## config.mk

```make
export PLATFORM = sky130hd
export DESIGN_NAME = ast_ctrl
export DESIGN_NICKNAME = d
export VERILOG_FILES = /design/src/rtl/ast_pkg.sv /design/src/rtl/ast_us_tick.sv /design/src/rtl/ast_ctrl.sv
export SDC_FILE = /design/constraint.sdc
export NUM_CORES = 1
export LEC_CHECK = 0
export CAP_MARGIN = 5
export CELL_PAD_IN_SITES_DETAIL_PLACEMENT = 1
export CELL_PAD_IN_SITES_GLOBAL_PLACEMENT = 1
export CORE_MARGIN = 2
export CORE_UTILIZATION = 40
export CTS_CLUSTER_DIAMETER = 40
export DETAILED_ROUTE_END_ITERATION = 12
export PLACE_DENSITY_LB_ADDON = 0.1
export SLEW_MARGIN = 10
export SYNTH_ARGS = -nofsm -noshare
export SYNTH_HDL_FRONTEND = slang
export SYNTH_SLANG_ARGS = --single-unit
```

## constraint.sdc

```tcl
create_clock -name clk_sys -period 6.5 [get_ports clk_sys]
set_clock_uncertainty 0.1 [all_clocks]
set_input_delay 1.95 -clock clk_sys [delete_from_list [all_inputs] [get_ports clk_sys]]
set_output_delay 1.95 -clock clk_sys [all_outputs]
set_load 0.005 [all_outputs]
```

## src/rtl/ast_pkg.sv

```systemverilog
// AST controller shared definitions.
// Holds the FSM state encoding and the fire command constant.
package ast_pkg;

  typedef enum logic [2:0] {
    S_IDLE     = 3'd0,
    S_ARM      = 3'd1,
    S_FIRE     = 3'd2,
    S_WAIT_ON  = 3'd3,
    S_WAIT_OFF = 3'd4,
    S_NEXT     = 3'd5,
    S_DONE     = 3'd6
  } state_t;

  localparam logic [7:0] AST_CMD_FIRE = 8'h1;
  localparam logic [7:0] AST_CMD_IDLE = 8'h0;

endpackage

```

## src/rtl/ast_us_tick.sv

```systemverilog
// Free-running microsecond tick generator.
// Ports: clk_sys, rst_n (sync, active-low), cfg_div (cycles/us - 1),
//        pluse_us (registered one-cycle tick).
module ast_us_tick (
  input  logic       clk_sys,
  input  logic       rst_n,
  input  logic [7:0] cfg_div,
  output logic       pluse_us
);

  logic [7:0] cnt;

  // Wrap on >= so a live shrink of cfg_div never runs a full 256 lap.
  always_ff @(posedge clk_sys) begin
    if (!rst_n) begin
      cnt      <= 8'd0;
      pluse_us <= 1'b0;
    end else begin
      pluse_us <= (cnt == cfg_div);
      if (cnt >= cfg_div) cnt <= 8'd0;
      else                cnt <= cnt + 8'd1;
    end
  end

endmodule

```

## src/rtl/ast_ctrl.sv

```systemverilog
// AST fire controller: periodic fire commands with handshake monitoring.
// Ports: clk_sys, rst_n (sync, active-low), cfg_div/period/burst/pol,
//        cmd_start, cmd_stop, ast_mon -> pluse_us, cmd_ast, busy, done,
//        fire_cnt, err_to (all outputs registered).
module ast_ctrl
  import ast_pkg::*;
#(
  parameter logic [15:0] TO_US = 16'd1000
) (
  input  logic        clk_sys,
  input  logic        rst_n,
  input  logic [7:0]  cfg_div,
  input  logic [15:0] cfg_period,
  input  logic [7:0]  cfg_burst,
  input  logic [7:0]  cfg_pol,
  input  logic        cmd_start,
  input  logic        cmd_stop,
  input  logic        ast_mon,
  output logic        pluse_us,
  output logic [7:0]  cmd_ast,
  output logic        busy,
  output logic        done,
  output logic [7:0]  fire_cnt,
  output logic        err_to
);

  state_t      state;
  logic [15:0] us_cnt;
  logic        stop_pend;
  logic        ast_act;
  logic [7:0]  cnt_nxt;
  logic        last;

  ast_us_tick u_tick (
    .clk_sys  (clk_sys),
    .rst_n    (rst_n),
    .cfg_div  (cfg_div),
    .pluse_us (pluse_us)
  );

  assign ast_act = (cfg_pol == 8'h0) ? ast_mon : ~ast_mon;
  assign cnt_nxt = fire_cnt + 8'd1;
  assign last    = stop_pend ||
                   ((cfg_burst != 8'h0) && (cnt_nxt == cfg_burst));

  // busy/done/cmd_ast are set on the transition into their state so
  // that the registered outputs line up with the state they describe.
  always_ff @(posedge clk_sys) begin
    if (!rst_n) begin
      state     <= S_IDLE;
      us_cnt    <= 16'd0;
      stop_pend <= 1'b0;
      cmd_ast   <= AST_CMD_IDLE;
      busy      <= 1'b0;
      done      <= 1'b0;
      fire_cnt  <= 8'd0;
      err_to    <= 1'b0;
    end else begin
      cmd_ast <= AST_CMD_IDLE;
      done    <= 1'b0;
      case (state)
        S_IDLE: begin
          busy <= 1'b0;
          if (cmd_start && !cmd_stop) begin
            state     <= S_ARM;
            busy      <= 1'b1;
            fire_cnt  <= 8'd0;
            err_to    <= 1'b0;
            us_cnt    <= 16'd0;
            stop_pend <= 1'b0;
          end
        end
        S_ARM: begin
          if (cmd_stop) begin
            state <= S_DONE;
            done  <= 1'b1;
          end else if (us_cnt >= cfg_period) begin
            state   <= S_FIRE;
            cmd_ast <= AST_CMD_FIRE;
          end else if (pluse_us) begin
            us_cnt <= us_cnt + 16'd1;
          end
        end
        S_FIRE: begin
          if (cmd_stop) stop_pend <= 1'b1;
          state  <= S_WAIT_ON;
          us_cnt <= 16'd0;
        end
        S_WAIT_ON: begin
          if (cmd_stop) stop_pend <= 1'b1;
          if (ast_act) begin
            state <= S_WAIT_OFF;
          end else if (us_cnt >= TO_US) begin
            err_to <= 1'b1;
            state  <= S_DONE;
            done   <= 1'b1;
          end else if (pluse_us) begin
            us_cnt <= us_cnt + 16'd1;
          end
        end
        S_WAIT_OFF: begin
          if (cmd_stop) stop_pend <= 1'b1;
          if (!ast_act) state <= S_NEXT;
        end
        S_NEXT: begin
          fire_cnt <= cnt_nxt;
          if (last) begin
            state <= S_DONE;
            done  <= 1'b1;
          end else begin
            state  <= S_ARM;
            us_cnt <= 16'd0;
          end
        end
        S_DONE: begin
          state     <= S_IDLE;
          busy      <= 1'b0;
          stop_pend <= 1'b0;
        end
        default: begin
          state <= S_IDLE;
          busy  <= 1'b0;
        end
      endcase
    end
  end

endmodule
```

# ---- Yosys cells after proc, flatten, opt, wreduce, memory -nomap -nowiden
# Index checks and enable logic that the tools add are counted.
dict set report word_totals {
  input_bits 45
  regBits 48
}
dict set report op_classes {
  reduce_logical 20
  muxes 33
  eq_ne 19
  n_bitwise 3
  addsub 3
  n_lt_le_gt_ge 3
}
# operator n
set op_table {}
lappend op_table {{two-way mux 16 bit} 7}
lappend op_table {{one-hot mux 16 bit (5 select lines)} 1}
lappend op_table {{two-way mux 3 bit} 7}
lappend op_table {{one-hot mux 3 bit (6 select lines)} 1}
lappend op_table {{adder 16 x 1 -> 16 bit, second input constant} 1}
lappend op_table {{adder 8 x 1 -> 8 bit, second input constant} 2}
lappend op_table {{equality test 8 bit} 2}
lappend op_table {{>= comparator 16 x 10 -> 1 bit, second input constant} 1}
lappend op_table {{>= comparator 16 bit} 1}
lappend op_table {{inequality test 2 bit, second input constant} 8}
lappend op_table {{one-hot mux 8 bit (2 select lines)} 1}
lappend op_table {{two-way mux 1 bit} 11}
lappend op_table {{equality test 3 bit, second input constant} 3}
lappend op_table {{>= comparator 8 bit} 1}
lappend op_table {{logical NOT 8 bit} 1}
lappend op_table {{two-way mux 8 bit} 1}
lappend op_table {{AND reduction 4 bit} 2}
lappend op_table {{nonzero test 8 bit} 1}
lappend op_table {{AND reduction 7 bit} 1}
lappend op_table {{equality test 3 x 2 -> 1 bit, second input constant} 2}
lappend op_table {{inequality test 3 bit, second input constant} 2}
lappend op_table {{one-hot mux 1 bit (3 select lines)} 2}
lappend op_table {{OR reduction 3 bit} 2}
lappend op_table {{nonzero test 5 bit} 1}
lappend op_table {{14 further kinds} 19}

# ---- Depth between registers and ports, before layout
dict set report depth {
  depth_word 6
  depth_mapped 10
}

# ---- By module
# A second synthesis with hierarchy kept.
dict set report unflattened {
  cells_unflattened 397
  area_unflattened_um2 3188.1
}
# module cells_each instances seq_area_each_um2 area_per_inst_um2
set modules_own_cells {}
lappend modules_own_cells {ast_ctrl 335 1 640.6 2613.8}
lappend modules_own_cells {ast_us_tick 62 1 180.2 574.3}

# ---- Worst setup path after synthesis
# OpenSTA, ideal clock, no wires.
dict set report synth_timing {
  kind {input port to flip-flop}
  startpoint {input cfg_period[3]}
  endpoint {register us_cnt[10]}
  setup_slack_ns 2.452
  setup_time_ns 0.079
  t_required_ns 6.321
  arrival_time_ns 3.869
  cell_stages 8
  path_cell_list {inv_1 -> ha_1 -> a2111oi_0 -> o21ai_1 -> a211oi_1 -> nor2_1 -> or4b_1 -> o211ai_1}
}
dict set report synth_via {
  elab_chain_len 3
}
# element line
set synth_lines {}
lappend synth_lines {{start: declaration} ast_ctrl.sv:13} ;# input logic [15:0] cfg_period,
lappend synth_lines {{>= comparator 16 bit} ast_ctrl.sv:77} ;# end else if (us_cnt >= cfg_period) begin
lappend synth_lines {{inequality test 2 bit (no source line)} -}
lappend synth_lines {{AND reduction 7 bit (no source line)} -}
lappend synth_lines {{end signal: assignment} ast_ctrl.sv:81} ;# us_cnt <= us_cnt + 16'd1;
lappend synth_lines {{end signal: assignment} ast_ctrl.sv:98} ;# us_cnt <= us_cnt + 16'd1;
lappend synth_lines {{end: declaration} ast_ctrl.sv:28} ;# logic [15:0] us_cnt;
# No other way between the ends.
# A chain may end at the register's enable or synchronous reset.

# ---- Final worst setup path
dict set report layout_timing {
  startpoint {input cfg_period[3]}
  endpoint {register us_cnt[1]}
}
# Same word-level chain as after synthesis.

==> impl_results.md <==
- Status: finished, final reports clean
- Post-Syn Area: 3060 sq um
- Share of layout cells above drive strength 1: 0.0382
- Area of the multi-input gates: 2040 sq um
- Tmin final: 4.86 ns
- Area grow syn2layout: 24.2%
- Clock slew at reported path FFs: 0.08 ns
- Hold_sp: u_tick.cnt[0]
- Met3 track demand over resource: 0.0290
- Min Hold Slack: 0.407 ns
- Max FO, Critical Path: 11
- GR Layer Usage met2: 0.363
- Mean post-synth cell area: 7.79 sq um
- Worst path cell trace: clkdlybuf4s50_1, inv_1, ha_1, a2111oi_0, o21ai_1, a211oi_1, o21ai_1, nor2_2, mux2i_1
- DRT iter0 DRCs: 111
- Synth Register Bits: 41
- Crit path kind: input pin to flop
- Clk buf depth: 2
- Power density cells: 203 nW/um^2
- Placed insts: 536
- Worst R2R End: us_cnt[1]
- Fin Setup TNS: 0 ns
- Fin util: 0.518
- Hold EP: u_tick.cnt[0]
- Total grt overflow: 0
- Fin cells: 544
- Vias in the first global route: 3122
- Arrival time at the worst endpoint: 4.99 ns
- Clk_lat worst skew: 0.31 ns
- DIE WIDTH: 91.5 microns
- Ys flop type: dfxtp_1
- Worst hold stages: 1
- RePlAce Congestion: 0.785
- Max incr delay on CP: 0.62 ns
- Die ar.: 8370 sq um
- Relative slew slack: 0.362
- Final Hold Viols: 0
- Post-CTS Resized: 0
- F_max: 206 MHz
- H-tree depth: 2
- Final-layout fill cell count: 891
- Core area: 7330 sq um
- # Post-CTS Setup Buffers: 0
- Unrepaired setup endpoints after global routing: false
- DR vias: 3027
- Max-Cap Viols: 0
- GRT busiest layer: met2
- Initial Util: 0.417
- CTS root buf: clkbuf_8
- Nets@finish: 518
- Top cell by count, worst path: o21ai_1
- Via density: 5.56
- DRT Pass-1 Iters: 4
- Cells after Synth: 393
- Pin count of the biggest net entering global routing: 39
- Yosys warning count: 0
- Hpwl dp: 6.54 mm
- R2r setup slk: 3.29 ns
- CP max-delay cell: a211oi_1
- CP Launch Type: input pin
- Register area share after synthesis: 0.268
- # setup viols final: 0
- Die Ht: 91.5 microns
- GRT Util Overall: 0.212
- Static Leak: 1.55 nW
- DRC violations left: 0
- First-pass GRT wire length: 14.7 mm
- Met1 Usage GRT: 0.278
- CTS buffer count: 5
- Fin crit share: 0.748
- VDD IR max: 0.115 mV
- Yosys cell types: 57
- CP Data Required Time: 6.63 ns
- Hold Buf Count CTS: 0
- Min-Delay Path Class: flop to flop
- Reg2reg path depth: 7
- Slew of the pin with the lowest slew margin: 0.953 ns
- Post-synth EDFFs: 0
- FF+latch area: 821 sq um
- Endpoint type of the worst setup path: flop
- Reg-to-reg startpoint: us_cnt[3]
- IO Pins: 65
- Pwr Total: 0.771 mW
- Port Buffers: 57
- Asr flop ratio synth: 0
- DR WL/cell: 15.6 microns
- CTS tree: yes
- Routed WL: 8.48 mm
- Clk sinks: 41
- Final ANT Viol Nets: 0
- # rows: 31
- Antenna violations before repair: 0
- Antenna diode count: 0
- Slew Viols, Final: 0
## layer usage
layer,up-vias,wire length [microns]
met2,63,4110
met1,1440,3950
met5,-,0
met3,9,319
li1,1515,-
met4,0,99
## cell families (layout without fill, tap and decap cells)
| kind of cell | count (synthesis) | after routing | share of synthesized area |
|---|---|---|---|
| buffers and inverters | 52 | 98 | 0.0736 |
| muxes | 2 | 2 | 0.00654 |
| xor gates and xnor gates | 14 | 14 | 0.0401 |
| AOI/OAI and AO/OA | 105 | 105 | 0.235 |
| other | 1 | 7 | 0.00123 |
| and+or+nand+nor | 149 | 149 | 0.256 |
| DFF | 41 | 41 | 0.268 |
| adders and majority gates | 29 | 29 | 0.119 |
## flip-flops by register name (all words and copies together) (netlist names), 3 cells and up
signal,flops
us_cnt,16
fire_cnt,8
state,3
u_tick.cnt,8
## metrics by stage
step | area, sq um | setup slack [ns]
5_1_grt | 3800 | 1.30
3_5_place_dp | 3680 | 1.31
3_3_place_gp | 3680 | 1.46
2_1_floorplan | 3080 | 2.45
4_1_cts | 3800 | 1.63
6_report | 3800 | 1.64
## synth_stat cells (7+ instances only)
master	instances	area share
a211oi_1	8	0.020
a21oi_1	17	0.028
and3_1	10	0.020
buf_4	7	0.017
clkbuf_1	9	0.011
dfxtp_1	41	0.27
ha_1	29	0.12
inv_1	32	0.039
nand2_1	34	0.042
nand2b_1	12	0.025
nand3_1	21	0.034
nor2_1	27	0.033
o211ai_1	7	0.017
o21ai_0	13	0.021
o21ai_1	9	0.015
o311ai_1	8	0.023
o31ai_1	8	0.020
xor2_1	8	0.023
## area by class of cell
| type | instances | share of cell area |
|---|---|---|
| clock buffer | 6 | 0.0217 |
| clock inverter | 2 | 0.00988 |
| inverter | 32 | 0.0316 |
| multi-input combinational | 306 | 0.536 |
| sequential | 41 | 0.216 |
| tap | 99 | 0.0326 |
| timing repair buffer | 58 | 0.152 |
## how the worst max path moves through the flow
stage                              start          to  cells after the start
after floorplan            cfg_period[3]  us_cnt[10]                      8
after global placement     cfg_period[3]   us_cnt[8]                      9
after detailed placement   cfg_period[3]   us_cnt[1]                      9
after CTS                  cfg_period[3]   us_cnt[1]                      9
after global routing      cfg_period[13]   us_cnt[9]                     10
final                      cfg_period[3]   us_cnt[1]                      9
## power by group
part / total [mW] / switching [mW] / internal [mW]
registers: 0.298 / 0.0314 / 0.266
clock network: 0.223 / 0.0979 / 0.125
logic: 0.250 / 0.152 / 0.0977
## critical path: cells and delay by family
| family | cells | cell delay (ns) |
|---|---|---|
| buffers and inverters | 2 | 0.49 |
| AO/OA/AOI/OAI | 4 | 1.61 |
| multiplexers | 1 | 0.23 |
| AND/OR/NAND/NOR | 1 | 0.42 |
| adder cells (fa/ha/maj) | 1 | 0.29 |
## placed cells by master, fill, tap and decap left out, types with 7 or more instances in the layout
master	n
a211oi_1	8
a21oi_1	17
and3_1	10
clkdlybuf4s50_1	57
conb_1	7
dfxtp_1	41
ha_1	29
inv_1	32
nand2_1	34
nand2b_1	12
nand3_1	21
nor2_1	27
o211ai_1	7
o21ai_0	13
o21ai_1	9
o311ai_1	8
o31ai_1	8
xor2_1	8
No activity file was read; power rests on OpenSTA's default activity.
